**src/rtl/pipe_arith_hs.sv**
```systemverilog
// Three-stage pipelined F = (A+B) <op> (C-D) with valid/ready flow control,
// optional saturation, per-result overflow flag and a delivered-result counter.
module pipe_arith_hs #(
   parameter int WIDTH = 10,
   parameter int SAT   = 0,
   parameter int CNT_W = 16
) (
   input  logic             clk,
   input  logic             rst,
   input  logic             in_valid,
   output logic             in_ready,
   input  logic [1:0]       op,
   input  logic [WIDTH-1:0] A,
   input  logic [WIDTH-1:0] B,
   input  logic [WIDTH-1:0] C,
   input  logic [WIDTH-1:0] D,
   output logic             out_valid,
   input  logic             out_ready,
   output logic [WIDTH-1:0] F,
   output logic             ovf,
   output logic [CNT_W-1:0] count
);

   localparam logic [WIDTH-1:0] MAXV = {WIDTH{1'b1}};
   localparam bit               SATB = (SAT != 0);

   // Handshake: a transfer happens on an edge where valid & ready are both high.
   // in_ready is low only while the output holds an unaccepted result; then the
   // whole pipe freezes, so the source must keep its transaction until in_ready.
   logic stall, advance;

   logic [WIDTH-1:0]   s1_q, s1_d, s2_q, s2_d;
   logic [1:0]         op1_q, op1_d;
   logic               ovf1_q, ovf1_d, v1_q, v1_d;

   logic [2*WIDTH-1:0] r2_q, r2_d;
   logic               neg2_q, neg2_d, ovf2_q, ovf2_d, v2_q, v2_d;

   logic [WIDTH-1:0]   f_q, f_d;
   logic               ovf3_q, ovf3_d, v3_q, v3_d;
   logic [CNT_W-1:0]   count_q, count_d;

   logic [WIDTH:0]     sum_w, add_w;
   logic [WIDTH-1:0]   diff_w, sub_w;
   logic               borrow_w, neg_w, hi_nz;
   logic [2*WIDTH-1:0] prod_w;

   assign stall    = v3_q & ~out_ready;
   assign advance  = ~stall;
   assign in_ready = advance;

   always_comb begin
      sum_w    = {1'b0, A} + {1'b0, B};
      diff_w   = C - D;
      borrow_w = (C < D);
      s1_d     = s1_q;
      s2_d     = s2_q;
      op1_d    = op1_q;
      ovf1_d   = ovf1_q;
      v1_d     = v1_q;
      if (advance) begin
         v1_d   = in_valid;
         s1_d   = (SATB && sum_w[WIDTH]) ? MAXV : sum_w[WIDTH-1:0];
         s2_d   = (SATB && borrow_w) ? '0 : diff_w;
         op1_d  = op;
         ovf1_d = sum_w[WIDTH] | borrow_w;
      end
   end

   // Stage 2 keeps the full-width result; truncation or clamping happens in stage 3.
   always_comb begin
      prod_w = {{WIDTH{1'b0}}, s1_q} * {{WIDTH{1'b0}}, s2_q};
      add_w  = {1'b0, s1_q} + {1'b0, s2_q};
      sub_w  = s1_q - s2_q;
      neg_w  = (s1_q < s2_q);
      r2_d   = r2_q;
      neg2_d = neg2_q;
      ovf2_d = ovf2_q;
      v2_d   = v2_q;
      if (advance) begin
         v2_d   = v1_q;
         ovf2_d = ovf1_q;
         neg2_d = 1'b0;
         case (op1_q)
            2'b00: r2_d = prod_w;
            2'b01: r2_d = {{(WIDTH-1){1'b0}}, add_w};
            2'b10: begin
               r2_d   = {{WIDTH{1'b0}}, sub_w};
               neg2_d = neg_w;
            end
            default: r2_d = {{WIDTH{1'b0}}, s1_q ^ s2_q};
         endcase
      end
   end

   always_comb begin
      hi_nz   = |r2_q[2*WIDTH-1:WIDTH];
      f_d     = f_q;
      ovf3_d  = ovf3_q;
      v3_d    = v3_q;
      count_d = count_q + {{(CNT_W-1){1'b0}}, (v3_q & out_ready)};
      if (advance) begin
         v3_d   = v2_q;
         ovf3_d = ovf2_q | neg2_q | hi_nz;
         if (SATB && neg2_q)
            f_d = '0;
         else if (SATB && hi_nz)
            f_d = MAXV;
         else
            f_d = r2_q[WIDTH-1:0];
      end
   end

   always_ff @(posedge clk or posedge rst) begin
      if (rst) begin
         s1_q    <= '0;
         s2_q    <= '0;
         op1_q   <= '0;
         ovf1_q  <= 1'b0;
         v1_q    <= 1'b0;
         r2_q    <= '0;
         neg2_q  <= 1'b0;
         ovf2_q  <= 1'b0;
         v2_q    <= 1'b0;
         f_q     <= '0;
         ovf3_q  <= 1'b0;
         v3_q    <= 1'b0;
         count_q <= '0;
      end else begin
         s1_q    <= s1_d;
         s2_q    <= s2_d;
         op1_q   <= op1_d;
         ovf1_q  <= ovf1_d;
         v1_q    <= v1_d;
         r2_q    <= r2_d;
         neg2_q  <= neg2_d;
         ovf2_q  <= ovf2_d;
         v2_q    <= v2_d;
         f_q     <= f_d;
         ovf3_q  <= ovf3_d;
         v3_q    <= v3_d;
         count_q <= count_d;
      end
   end

   assign out_valid = v3_q;
   assign F         = f_q;
   assign ovf       = ovf3_q;
   assign count     = count_q;

endmodule
```
**config.mk**
```make
export PLATFORM = sky130hd
export DESIGN_NAME = pipe_arith_hs
export DESIGN_NICKNAME = d
export VERILOG_FILES = /design/src/rtl/pipe_arith_hs.sv
export SDC_FILE = /design/constraint.sdc
export NUM_CORES = 1
export LEC_CHECK = 0
export CAP_MARGIN = 20
export CELL_PAD_IN_SITES_DETAIL_PLACEMENT = 1
export CELL_PAD_IN_SITES_GLOBAL_PLACEMENT = 1
export CORE_ASPECT_RATIO = 1.75
export CORE_MARGIN = 2
export CORE_UTILIZATION = 40
export DETAILED_ROUTE_END_ITERATION = 10
export GPL_TIMING_DRIVEN = 0
export PLACE_DENSITY = 0.75
export SKIP_LAST_GASP = 1
export SYNTH_ARGS = -nofsm -noshare
export SYNTH_HDL_FRONTEND = slang
export SYNTH_SLANG_ARGS = --single-unit
```
**constraint.sdc**
```tcl
create_clock -name clk -period 7.7 [get_ports clk]
set_input_delay 0.77 -clock clk [delete_from_list [all_inputs] [get_ports clk]]
set_output_delay 0.77 -clock clk [all_outputs]
set_load 0.02 [all_outputs]
```
==> report_table.html, run 1 <==
<table>
<tr><th>Metric</th><th>Value</th></tr>
<tr><th colspan="2">Status</th></tr>
<tr><td>Result of the run</td><td>completed</td></tr>
<tr><th colspan="2">Yosys</th></tr>
<tr><td>Share of async-settable or async-resettable flops after synthesis</td><td>1.00</td></tr>
<tr><td>Distinct cells, synth</td><td>56</td></tr>
<tr><td>Post-synthesis sequential element count</td><td>75</td></tr>
<tr><td>Post-synthesis cell type with the largest combined area</td><td>sky130_fd_sc_hd__dfrtp_1</td></tr>
<tr><td>Mapped cell area</td><td>7960 um^2</td></tr>
<tr><td>Post-synth EDFFs</td><td>0</td></tr>
<tr><td>Post-synth top area share</td><td>0.236</td></tr>
<tr><td>Top cells by area, synth</td><td>sky130_fd_sc_hd__dfrtp_1 24%, sky130_fd_sc_hd__fa_1 17%, sky130_fd_sc_hd__ha_1 15%</td></tr>
<tr><td>Post-synth net total</td><td>1,120</td></tr>
<tr><td>Sequential element share of the synthesized area</td><td>0.236</td></tr>
<tr><td>Dominant synthesized flop cell</td><td>sky130_fd_sc_hd__dfrtp_1</td></tr>
<tr><td>Gate count of the mapped netlist</td><td>911</td></tr>
<tr><td>Synthesized area per cell</td><td>8.73 um^2</td></tr>
<tr><td>YS warnings</td><td>0</td></tr>
<tr><th colspan="2">Setup path</th></tr>
<tr><td>Crit Path Max Fanout</td><td>10</td></tr>
<tr><td>WS Path Type</td><td>reg -&gt; reg</td></tr>
<tr><td>Setup crit end kind</td><td>register</td></tr>
<tr><td>CP arrival</td><td>6170 ps</td></tr>
<tr><td>End of the worst register-to-register path</td><td>r2_q[13]</td></tr>
<tr><td>Required time of the critical path</td><td>7940 ps</td></tr>
<tr><td>Reg2reg setup slack</td><td>1780 ps</td></tr>
<tr><td>R2r startpoint</td><td>s1_q[5]</td></tr>
<tr><td>Depth of the worst register-to-register path</td><td>20</td></tr>
<tr><td>Worst Setup Start Kind</td><td>register</td></tr>
<tr><th colspan="2">Finish</th></tr>
<tr><td>Count of inserted antenna diode cells</td><td>0</td></tr>
<tr><td>Area of the multi-input gates</td><td>5520 um^2</td></tr>
<tr><td>Layout overhead on the synthesized area</td><td>17.5%</td></tr>
<tr><td>Final cell area excluding filler cells</td><td>9350 um^2</td></tr>
<tr><td>Register cell area after layout</td><td>1880 um^2</td></tr>
<tr><td>Final Non-Filler Cells</td><td>1,247</td></tr>
<tr><td>Fraction of final layout cells with drive strength greater than 1</td><td>0.0299</td></tr>
<tr><td>Net count of the finished layout</td><td>1,206</td></tr>
<tr><td>Filler cells</td><td>2,351</td></tr>
<tr><th colspan="2">Placement</th></tr>
<tr><td>Weighted congestion at the end of routability-driven global placement</td><td>0.861</td></tr>
<tr><td>Number of port buffers</td><td>74</td></tr>
<tr><td>Total half-perimeter wirelength after legalization and detailed placement</td><td>21,500 um</td></tr>
<tr><td>Post-Place Cells</td><td>1,231</td></tr>
<tr><td>Total placed instance area</td><td>9030 um^2</td></tr>
<tr><th colspan="2">STA</th></tr>
<tr><td>Final hold vios</td><td>0</td></tr>
<tr><td>Max frequency</td><td>0.169 GHz</td></tr>
<tr><td>Slew at the pin closest to its max-slew limit</td><td>803 ps</td></tr>
<tr><td>Minimum clock period after layout</td><td>5920 ps</td></tr>
<tr><td>Setup Viol. Count Final</td><td>0</td></tr>
<tr><td>Final worst-path cycle share</td><td>0.769</td></tr>
<tr><td>Max transition margin</td><td>0.465</td></tr>
<tr><td>Largest clock skew in the final design</td><td>7.90 ps</td></tr>
<tr><td>Final-layout setup total negative slack</td><td>0 ps</td></tr>
<tr><td>Unrepaired setup endpoints after global routing</td><td>false</td></tr>
<tr><td>Final slew viol count</td><td>0</td></tr>
<tr><th colspan="2">Clock network</th></tr>
<tr><td>Maximum buffer depth of the clock tree</td><td>2</td></tr>
<tr><td>Inserted Clock Buffers</td><td>9</td></tr>
<tr><td># Post-CTS Setup Buffers</td><td>0</td></tr>
<tr><td>Clk slew on worst S/H paths</td><td>60 ps</td></tr>
<tr><td>Hold bufs inserted after CTS</td><td>0</td></tr>
<tr><td>Number of gates given a new drive strength after cts</td><td>0</td></tr>
<tr><td>Clock Tree Root</td><td>sky130_fd_sc_hd__clkbuf_16</td></tr>
<tr><td>Number of levels in the clock H-tree</td><td>3</td></tr>
<tr><td>TritonCTS clock tree</td><td>built</td></tr>
<tr><td>Number of clock sinks seen by CTS</td><td>75</td></tr>
<tr><td>Source-to-sink clock delay at the later pin of the worst-skew pair</td><td>350 ps</td></tr>
<tr><th colspan="2">Drt</th></tr>
<tr><td>Drt total wl</td><td>26,000 um</td></tr>
<tr><td>Count of antenna-violating nets left after detailed routing</td><td>0</td></tr>
<tr><td>DRC violations left</td><td>0</td></tr>
<tr><td>Routed length per placed instance</td><td>20.8 um</td></tr>
<tr><td>Count of routing violations after the opening detailed-route iteration</td><td>296</td></tr>
<tr><td>First-pass iteration count of the detailed router</td><td>4</td></tr>
<tr><td>DR vias/cell</td><td>5.55</td></tr>
<tr><td>Via count of the routed design</td><td>6,926</td></tr>
<tr><th colspan="2">Die</th></tr>
<tr><td>Core area</td><td>19,700 um^2</td></tr>
<tr><td>Starting density of the core</td><td>0.405</td></tr>
<tr><td>Width of the die</td><td>111 um</td></tr>
<tr><td>Vert. Die Dim</td><td>191 um</td></tr>
<tr><td>Number of rows created at floorplan</td><td>68</td></tr>
<tr><td>Ports</td><td>75</td></tr>
<tr><td>Die Outline Area</td><td>21,100 um^2</td></tr>
<tr><th colspan="2">Flow run</th></tr>
<tr><td>Count of max-cap constraint violations</td><td>0</td></tr>
<tr><th colspan="2">Global routing</th></tr>
<tr><td>Pin count of the biggest net entering global routing</td><td>47</td></tr>
<tr><td>First-pass GRT wire length</td><td>41,000 um</td></tr>
<tr><td>Remaining global-route overflow</td><td>0</td></tr>
<tr><td>GR Util All Layers</td><td>0.253</td></tr>
<tr><td>Vias in the first global route</td><td>7,633</td></tr>
<tr><td>Antenna violations before repair</td><td>0</td></tr>
<tr><th colspan="2">Min path</th></tr>
<tr><td>Endpoint, Worst Hold</td><td>F[2]</td></tr>
<tr><td>Path class of the lowest-slack min-delay path</td><td>reg -&gt; reg</td></tr>
<tr><td>Launch point of the worst hold path</td><td>F[2]</td></tr>
<tr><td>Worst hold path stage count</td><td>2</td></tr>
</table>
==> cell type report <==
| cell class | count | area share |
|---|---|---|
| clock buffer | 10 | 0.0245 |
| tap | 245 | 0.0328 |
| timing repair buffer | 75 | 0.0822 |
| multi-input combinational | 688 | 0.590 |
| inverter | 111 | 0.0448 |
| buffer | 37 | 0.0155 |
| clock inverter | 6 | 0.00950 |
| sequential | 75 | 0.201 |
==> synthesized netlist by cell type (all sizes together) (10+ instances only) <==
library cell	count
ha	97
nand2b	15
nand3	14
xnor2	29
and2	52
inv	110
clkbuf	30
nor3	11
fa	66
o31ai	10
a21oi	56
dfrtp	75
nor2	52
nand2	121
o21ai	46
xor2	15
==> per-stage QoR <==
step	worst slack [ps]	util	hold WS, ps
2_1_floorplan	2680	-	430
3_3_place_gp	1980	0.458	450
3_5_place_dp	1800	0.460	461
4_1_cts	1780	0.476	477
5_1_grt	1440	0.476	504
6_report	1780	0.476	473
==> sequential cells by signal, summed over array words and instances, names as in the netlist, 2 cells and up <==
name,flops
s1_q,10
count,16
op1_q,2
s2_q,10
r2_q,20
F,10
==> worst max path at each step <==
stage,slack (ps),end,start
2_1_floorplan,2680,r2_q[16],s1_q[1]
3_3_place_gp,1980,r2_q[16],s1_q[1]
3_5_place_dp,1800,r2_q[13],s1_q[5]
4_1_cts,1780,r2_q[13],s1_q[5]
5_1_grt,1440,r2_q[13],s1_q[5]
6_report,1780,r2_q[13],s1_q[5]
==> cells in the final DEF (no fill, tap or decap), types with 3 or more instances in the layout <==
cell                              synthesis  routed
sky130_fd_sc_hd__and2_1                  52      52
sky130_fd_sc_hd__o22ai_1                  3       3
sky130_fd_sc_hd__o211ai_1                 3       3
sky130_fd_sc_hd__a211oi_1                 5       5
sky130_fd_sc_hd__clkbuf_16                0       9
sky130_fd_sc_hd__o21ai_0                 44      44
sky130_fd_sc_hd__or3_1                    6       6
sky130_fd_sc_hd__a22o_1                   9       9
sky130_fd_sc_hd__clkdlybuf4s50_1          0      74
sky130_fd_sc_hd__nand2_1                121     121
sky130_fd_sc_hd__xor2_1                  15      15
sky130_fd_sc_hd__nand3b_1                 5       5
sky130_fd_sc_hd__nor4_1                   6       6
sky130_fd_sc_hd__o21a_1                   7       7
sky130_fd_sc_hd__dfrtp_1                 75      75
sky130_fd_sc_hd__inv_1                  109     108
sky130_fd_sc_hd__fa_1                    66      66
sky130_fd_sc_hd__a21oi_1                 56      56
sky130_fd_sc_hd__buf_1                    4       4
sky130_fd_sc_hd__nand3_1                 14      14
sky130_fd_sc_hd__nor3_1                  11      11
sky130_fd_sc_hd__o31ai_1                 10      10
sky130_fd_sc_hd__a21o_1                   7       7
sky130_fd_sc_hd__nand2b_1                15      15
sky130_fd_sc_hd__a21boi_0                 6       6
sky130_fd_sc_hd__a31oi_1                  9       9
sky130_fd_sc_hd__nand4_1                  4       4
sky130_fd_sc_hd__nor2_1                  52      52
sky130_fd_sc_hd__clkbuf_1                30      31
sky130_fd_sc_hd__nor2b_1                  6       6
sky130_fd_sc_hd__xnor2_1                 29      29
sky130_fd_sc_hd__ha_1                    97      97
==> worst max-delay path: stages (launching register included) <==
cell,delay [ps]
sky130_fd_sc_hd__dfrtp_1,420
sky130_fd_sc_hd__clkbuf_1,500
sky130_fd_sc_hd__nand2_1,170
sky130_fd_sc_hd__fa_1,560
sky130_fd_sc_hd__inv_1,50
sky130_fd_sc_hd__fa_1,510
sky130_fd_sc_hd__inv_1,50
sky130_fd_sc_hd__fa_1,480
sky130_fd_sc_hd__inv_1,60
sky130_fd_sc_hd__fa_1,540
sky130_fd_sc_hd__inv_1,60
sky130_fd_sc_hd__fa_1,530
sky130_fd_sc_hd__inv_1,40
sky130_fd_sc_hd__ha_1,340
sky130_fd_sc_hd__a21oi_1,180
sky130_fd_sc_hd__o21ai_0,100
sky130_fd_sc_hd__a21oi_1,380
sky130_fd_sc_hd__o21ai_1,190
sky130_fd_sc_hd__o31ai_1,280
sky130_fd_sc_hd__xor2_1,110
sky130_fd_sc_hd__o31ai_1,240
==> routing by layer <==
metal | track usage | up-vias | routed length (um)
met1 | 0.242 | 3469 | 8580
met2 | 0.496 | 176 | 14600
met4 | 0.179 | 0 | 2060
met5 | 0 | - | 0
met3 | 0.0251 | 88 | 714
li1 | - | 3193 | -
==> logic make-up (layout without fill, tap and decap cells) <==
kind of cell / count (synthesis) / in the layout / synth area share
xor+xnor: 44 / 44 / 0.0484
compound gates: 182 / 182 / 0.146
buf+inv: 148 / 239 / 0.0706
mux: 1 / 1 / 0.00283
fa+ha+maj: 163 / 163 / 0.319
flops: 75 / 75 / 0.236
simple gates: 298 / 298 / 0.178
Power of run 1 is not shown: default switching activity piles up to over one toggle a cycle in this logic, so the estimate is an artifact.
==> run 2, diff against run 1 <==
==> constraint.sdc (replaced) <==
create_clock -name clk -period 5.7 [get_ports clk]
set_input_delay 0.57 -clock clk [delete_from_list [all_inputs] [get_ports clk]]
set_output_delay 0.57 -clock clk [all_outputs]
set_load 0.02 [all_outputs]
==> run 2 against run 1 <==
Routed wire length grew 0.56%; critical path depth shrank 1; sequential share of layout area shrank 0.096 points; core utilization grew 0.26 points; setup slack lost 1500 ps; non-clock buffer count grew 1; critical endpoint unchanged; clock-buffer cell count is the same; die area is the same; clock skew is essentially flat; cell area grew 0.55%; critical path type unchanged.
==> report_table.html, run 2 (synthesis results as in run 1) <==
<table>
<tr><th>Metric</th><th>Value</th></tr>
<tr><th colspan="2">Status</th></tr>
<tr><td>Result of the run</td><td>completed (unchanged)</td></tr>
<tr><th colspan="2">Finish</th></tr>
<tr><td>Most frequent cells in the layout</td><td>121 x sky130_fd_sc_hd__nand2_1, 108 x sky130_fd_sc_hd__inv_1, 97 x sky130_fd_sc_hd__ha_1 (unchanged)</td></tr>
<tr><td>Most common library cell in the layout ignoring fill and taps</td><td>sky130_fd_sc_hd__nand2_1 (unchanged)</td></tr>
<tr><td>Layout overhead on the synthesized area</td><td>18.2% (was 17.5%)</td></tr>
<tr><td>Register with the most flip-flops</td><td>r2_q (unchanged)</td></tr>
<tr><td>Count of inserted antenna diode cells</td><td>0 (unchanged)</td></tr>
<tr><td>Fraction of final layout cells with drive strength greater than 1</td><td>0.0459 (was 0.0299)</td></tr>
<tr><td>Flip-flop count of the largest register, all copies and words added</td><td>20 (unchanged)</td></tr>
<tr><td>Final cell area excluding filler cells</td><td>9400 um^2 (was 9350 um^2)</td></tr>
<tr><td>Final Non-Filler Cells</td><td>1,248 (was 1,247)</td></tr>
<tr><td>Net count of the finished layout</td><td>1,207 (was 1,206)</td></tr>
<tr><th colspan="2">Global routing</th></tr>
<tr><td>First-pass GRT wire length</td><td>41,100 um (was 41,000 um)</td></tr>
<tr><td>GR Util All Layers</td><td>0.253 (about the same)</td></tr>
<tr><td>Pin count of the biggest net entering global routing</td><td>47 (unchanged)</td></tr>
<tr><td>Remaining global-route overflow</td><td>0 (unchanged)</td></tr>
<tr><td>Vias in the first global route</td><td>7,637 (was 7,633)</td></tr>
<tr><td>Antenna violations before repair</td><td>0 (unchanged)</td></tr>
<tr><th colspan="2">STA</th></tr>
<tr><td>Final worst-path cycle share</td><td>0.958 (was 0.769)</td></tr>
<tr><td>Final slew viol count</td><td>0 (unchanged)</td></tr>
<tr><td>Slew at the pin closest to its max-slew limit</td><td>808 ps (was 803 ps)</td></tr>
<tr><td>Fin worst setup slack</td><td>240 ps (was 1780 ps)</td></tr>
<tr><td>Largest clock skew in the final design</td><td>7.61 ps (was 7.90 ps)</td></tr>
<tr><td>Minimum clock period after layout</td><td>5460 ps (was 5920 ps)</td></tr>
<tr><td>Max transition margin</td><td>0.461 (was 0.465)</td></tr>
<tr><td>Unrepaired setup endpoints after global routing</td><td>false (unchanged)</td></tr>
<tr><td>Final hold vios</td><td>0 (unchanged)</td></tr>
<tr><td>Max frequency</td><td>0.183 GHz (was 0.169 GHz)</td></tr>
<tr><td>Setup Viol. Count Final</td><td>0 (unchanged)</td></tr>
<tr><th colspan="2">Clock network</th></tr>
<tr><td>Maximum buffer depth of the clock tree</td><td>2 (unchanged)</td></tr>
<tr><td>Inserted Clock Buffers</td><td>9 (unchanged)</td></tr>
<tr><td>TritonCTS clock tree</td><td>built (unchanged)</td></tr>
<tr><td>Source-to-sink clock delay at the later pin of the worst-skew pair</td><td>350 ps (about the same)</td></tr>
<tr><td>Number of levels in the clock H-tree</td><td>3 (unchanged)</td></tr>
<tr><td>Number of clock sinks seen by CTS</td><td>75 (unchanged)</td></tr>
<tr><td>Clk slew on worst S/H paths</td><td>60 ps (about the same)</td></tr>
<tr><td>Clock Tree Root</td><td>sky130_fd_sc_hd__clkbuf_16 (unchanged)</td></tr>
<tr><td>Hold bufs inserted after CTS</td><td>0 (unchanged)</td></tr>
<tr><th colspan="2">Placement</th></tr>
<tr><td>Place WS</td><td>-202 ps (was 1800 ps)</td></tr>
<tr><td>Weighted congestion at the end of routability-driven global placement</td><td>0.861 (unchanged)</td></tr>
<tr><td>Post-Place Cells</td><td>1,231 (unchanged)</td></tr>
<tr><td>Total placed instance area</td><td>9030 um^2 (unchanged)</td></tr>
<tr><td>Number of port buffers</td><td>74 (unchanged)</td></tr>
<tr><td>Total half-perimeter wirelength after legalization and detailed placement</td><td>21,500 um (unchanged)</td></tr>
<tr><th colspan="2">Setup path</th></tr>
<tr><td>CP arrival</td><td>5700 ps (was 6170 ps)</td></tr>
<tr><td>WS Path Type</td><td>reg -&gt; reg (unchanged)</td></tr>
<tr><td>Setup crit end kind</td><td>register (unchanged)</td></tr>
<tr><td>Worst Setup Start Kind</td><td>register (unchanged)</td></tr>
<tr><td>Crit Path Max Fanout</td><td>10 (unchanged)</td></tr>
<tr><td>Required time of the critical path</td><td>5940 ps (was 7940 ps)</td></tr>
<tr><th colspan="2">Drt</th></tr>
<tr><td>Count of antenna-violating nets left after detailed routing</td><td>0 (unchanged)</td></tr>
<tr><td>DRC violations left</td><td>0 (unchanged)</td></tr>
<tr><td>Via count of the routed design</td><td>6,897 (was 6,926)</td></tr>
<tr><td>DR vias/cell</td><td>5.53 (was 5.55)</td></tr>
<tr><td>Drt total wl</td><td>26,100 um (was 26,000 um)</td></tr>
<tr><td>First-pass iteration count of the detailed router</td><td>4 (unchanged)</td></tr>
<tr><td>Routed length per placed instance</td><td>20.9 um (was 20.8 um)</td></tr>
<tr><td>Count of routing violations after the opening detailed-route iteration</td><td>262 (was 296)</td></tr>
<tr><th colspan="2">Min path</th></tr>
<tr><td>Path class of the lowest-slack min-delay path</td><td>reg -&gt; reg (unchanged)</td></tr>
<tr><th colspan="2">Die</th></tr>
<tr><td>Starting density of the core</td><td>0.405 (unchanged)</td></tr>
<tr><td>Number of rows created at floorplan</td><td>68 (unchanged)</td></tr>
<tr><td>Core area</td><td>19,700 um^2 (unchanged)</td></tr>
<tr><td>Vert. Die Dim</td><td>191 um (unchanged)</td></tr>
<tr><td>Die Outline Area</td><td>21,100 um^2 (unchanged)</td></tr>
<tr><td>Width of the die</td><td>111 um (unchanged)</td></tr>
<tr><td>Ports</td><td>75 (unchanged)</td></tr>
<tr><th colspan="2">Flow run</th></tr>
<tr><td>Count of max-cap constraint violations</td><td>0 (unchanged)</td></tr>
</table>
==> run 2: cell types whose count changed in the layout (fill, tap and decap cells not counted), sizes merged <==
cell	change
buf	+4
clkbuf	-3
==> run 2: layer usage <==
layer,up-vias,global-route usage,routed length (um)
li1,3194,-,-
met1,3463,0.243,8730
met2,155,0.496,14800
met3,85,0.0251,621
met4,0,0.178,2000
met5,-,0,0
==> run 2: critical path, stage by stage (launching register included) <==
cell and delay (ps):
sky130_fd_sc_hd__dfrtp_2 470, sky130_fd_sc_hd__clkbuf_4 230, sky130_fd_sc_hd__and2_1 200, sky130_fd_sc_hd__fa_1 450
sky130_fd_sc_hd__fa_1 560, sky130_fd_sc_hd__inv_1 50, sky130_fd_sc_hd__fa_1 480, sky130_fd_sc_hd__inv_1 60
sky130_fd_sc_hd__fa_1 540, sky130_fd_sc_hd__inv_1 60, sky130_fd_sc_hd__fa_1 530, sky130_fd_sc_hd__inv_1 40
sky130_fd_sc_hd__ha_1 340, sky130_fd_sc_hd__a21oi_1 180, sky130_fd_sc_hd__o21ai_1 110, sky130_fd_sc_hd__a21oi_2 240
sky130_fd_sc_hd__o21ai_1 160, sky130_fd_sc_hd__o31ai_1 280, sky130_fd_sc_hd__xor2_1 110, sky130_fd_sc_hd__o31ai_1 240
==> run 2: through the flow <==
| step | util | hold slack (ps) | TNS, ps |
|---|---|---|---|
| after floorplan | - | 430 | 0 |
| after global placement | 0.458 | 450 | -45.9 |
| after detailed placement | 0.460 | 461 | -573 |
| after CTS | 0.476 | 477 | -103 |
| after global routing | 0.478 | 504 | 0 |
| final | 0.478 | 473 | 0 |
==> run 2: area by class of cell <==
| class | instances | area, um^2 |
|---|---|---|
| plain buffers | 36 | 163 |
| multi-input cells | 688 | 5540 |
| clock buffers | 10 | 229 |
| well taps | 245 | 307 |
| repair buffers | 77 | 783 |
| clock inverters | 6 | 88.8 |
| flip-flops and latches | 75 | 1880 |
| inverters | 111 | 419 |
| fillers | 2346 | 10300 |
==> run 2: worst paths after layout <==
check	startpoint	endpoint	slack, ps	cells past startpoint
setup / recovery	s1_q[1]	r2_q[13]	240	19
hold / removal	F[2]	F[2]	470	2
setup reg to reg	s1_q[1]	r2_q[13]	240	19
hold reg to reg	F[2]	F[2]	470	2
max in group asynchronous	rst	s1_q[1]	4530	3
min in group asynchronous	rst	count[5]	580	2
==> run 2: what timing repair did <==
action / 4_1_cts / 5_1_grt
gates resized for setup: 3 / 29
setup buffers: 0 / 2
pin swaps: 0 / 1
setup endpoints to repair: 6 / 10
Power of run 2 is left out for the same reason.
==> run 3, diff against run 2 <==
--- a/config.mk
+++ b/config.mk
@@ -5,7 +5,7 @@
 export SDC_FILE = /design/constraint.sdc
 export NUM_CORES = 1
 export LEC_CHECK = 0
-export CAP_MARGIN = 20
+export CAP_MARGIN = 30
 export CELL_PAD_IN_SITES_DETAIL_PLACEMENT = 1
 export CELL_PAD_IN_SITES_GLOBAL_PLACEMENT = 1
 export CORE_ASPECT_RATIO = 1.75
==> results of run 3 <==
Same layout as run 2: the final DEF is identical, and so are final timing and power.
Power of run 3 is left out for the same reason.
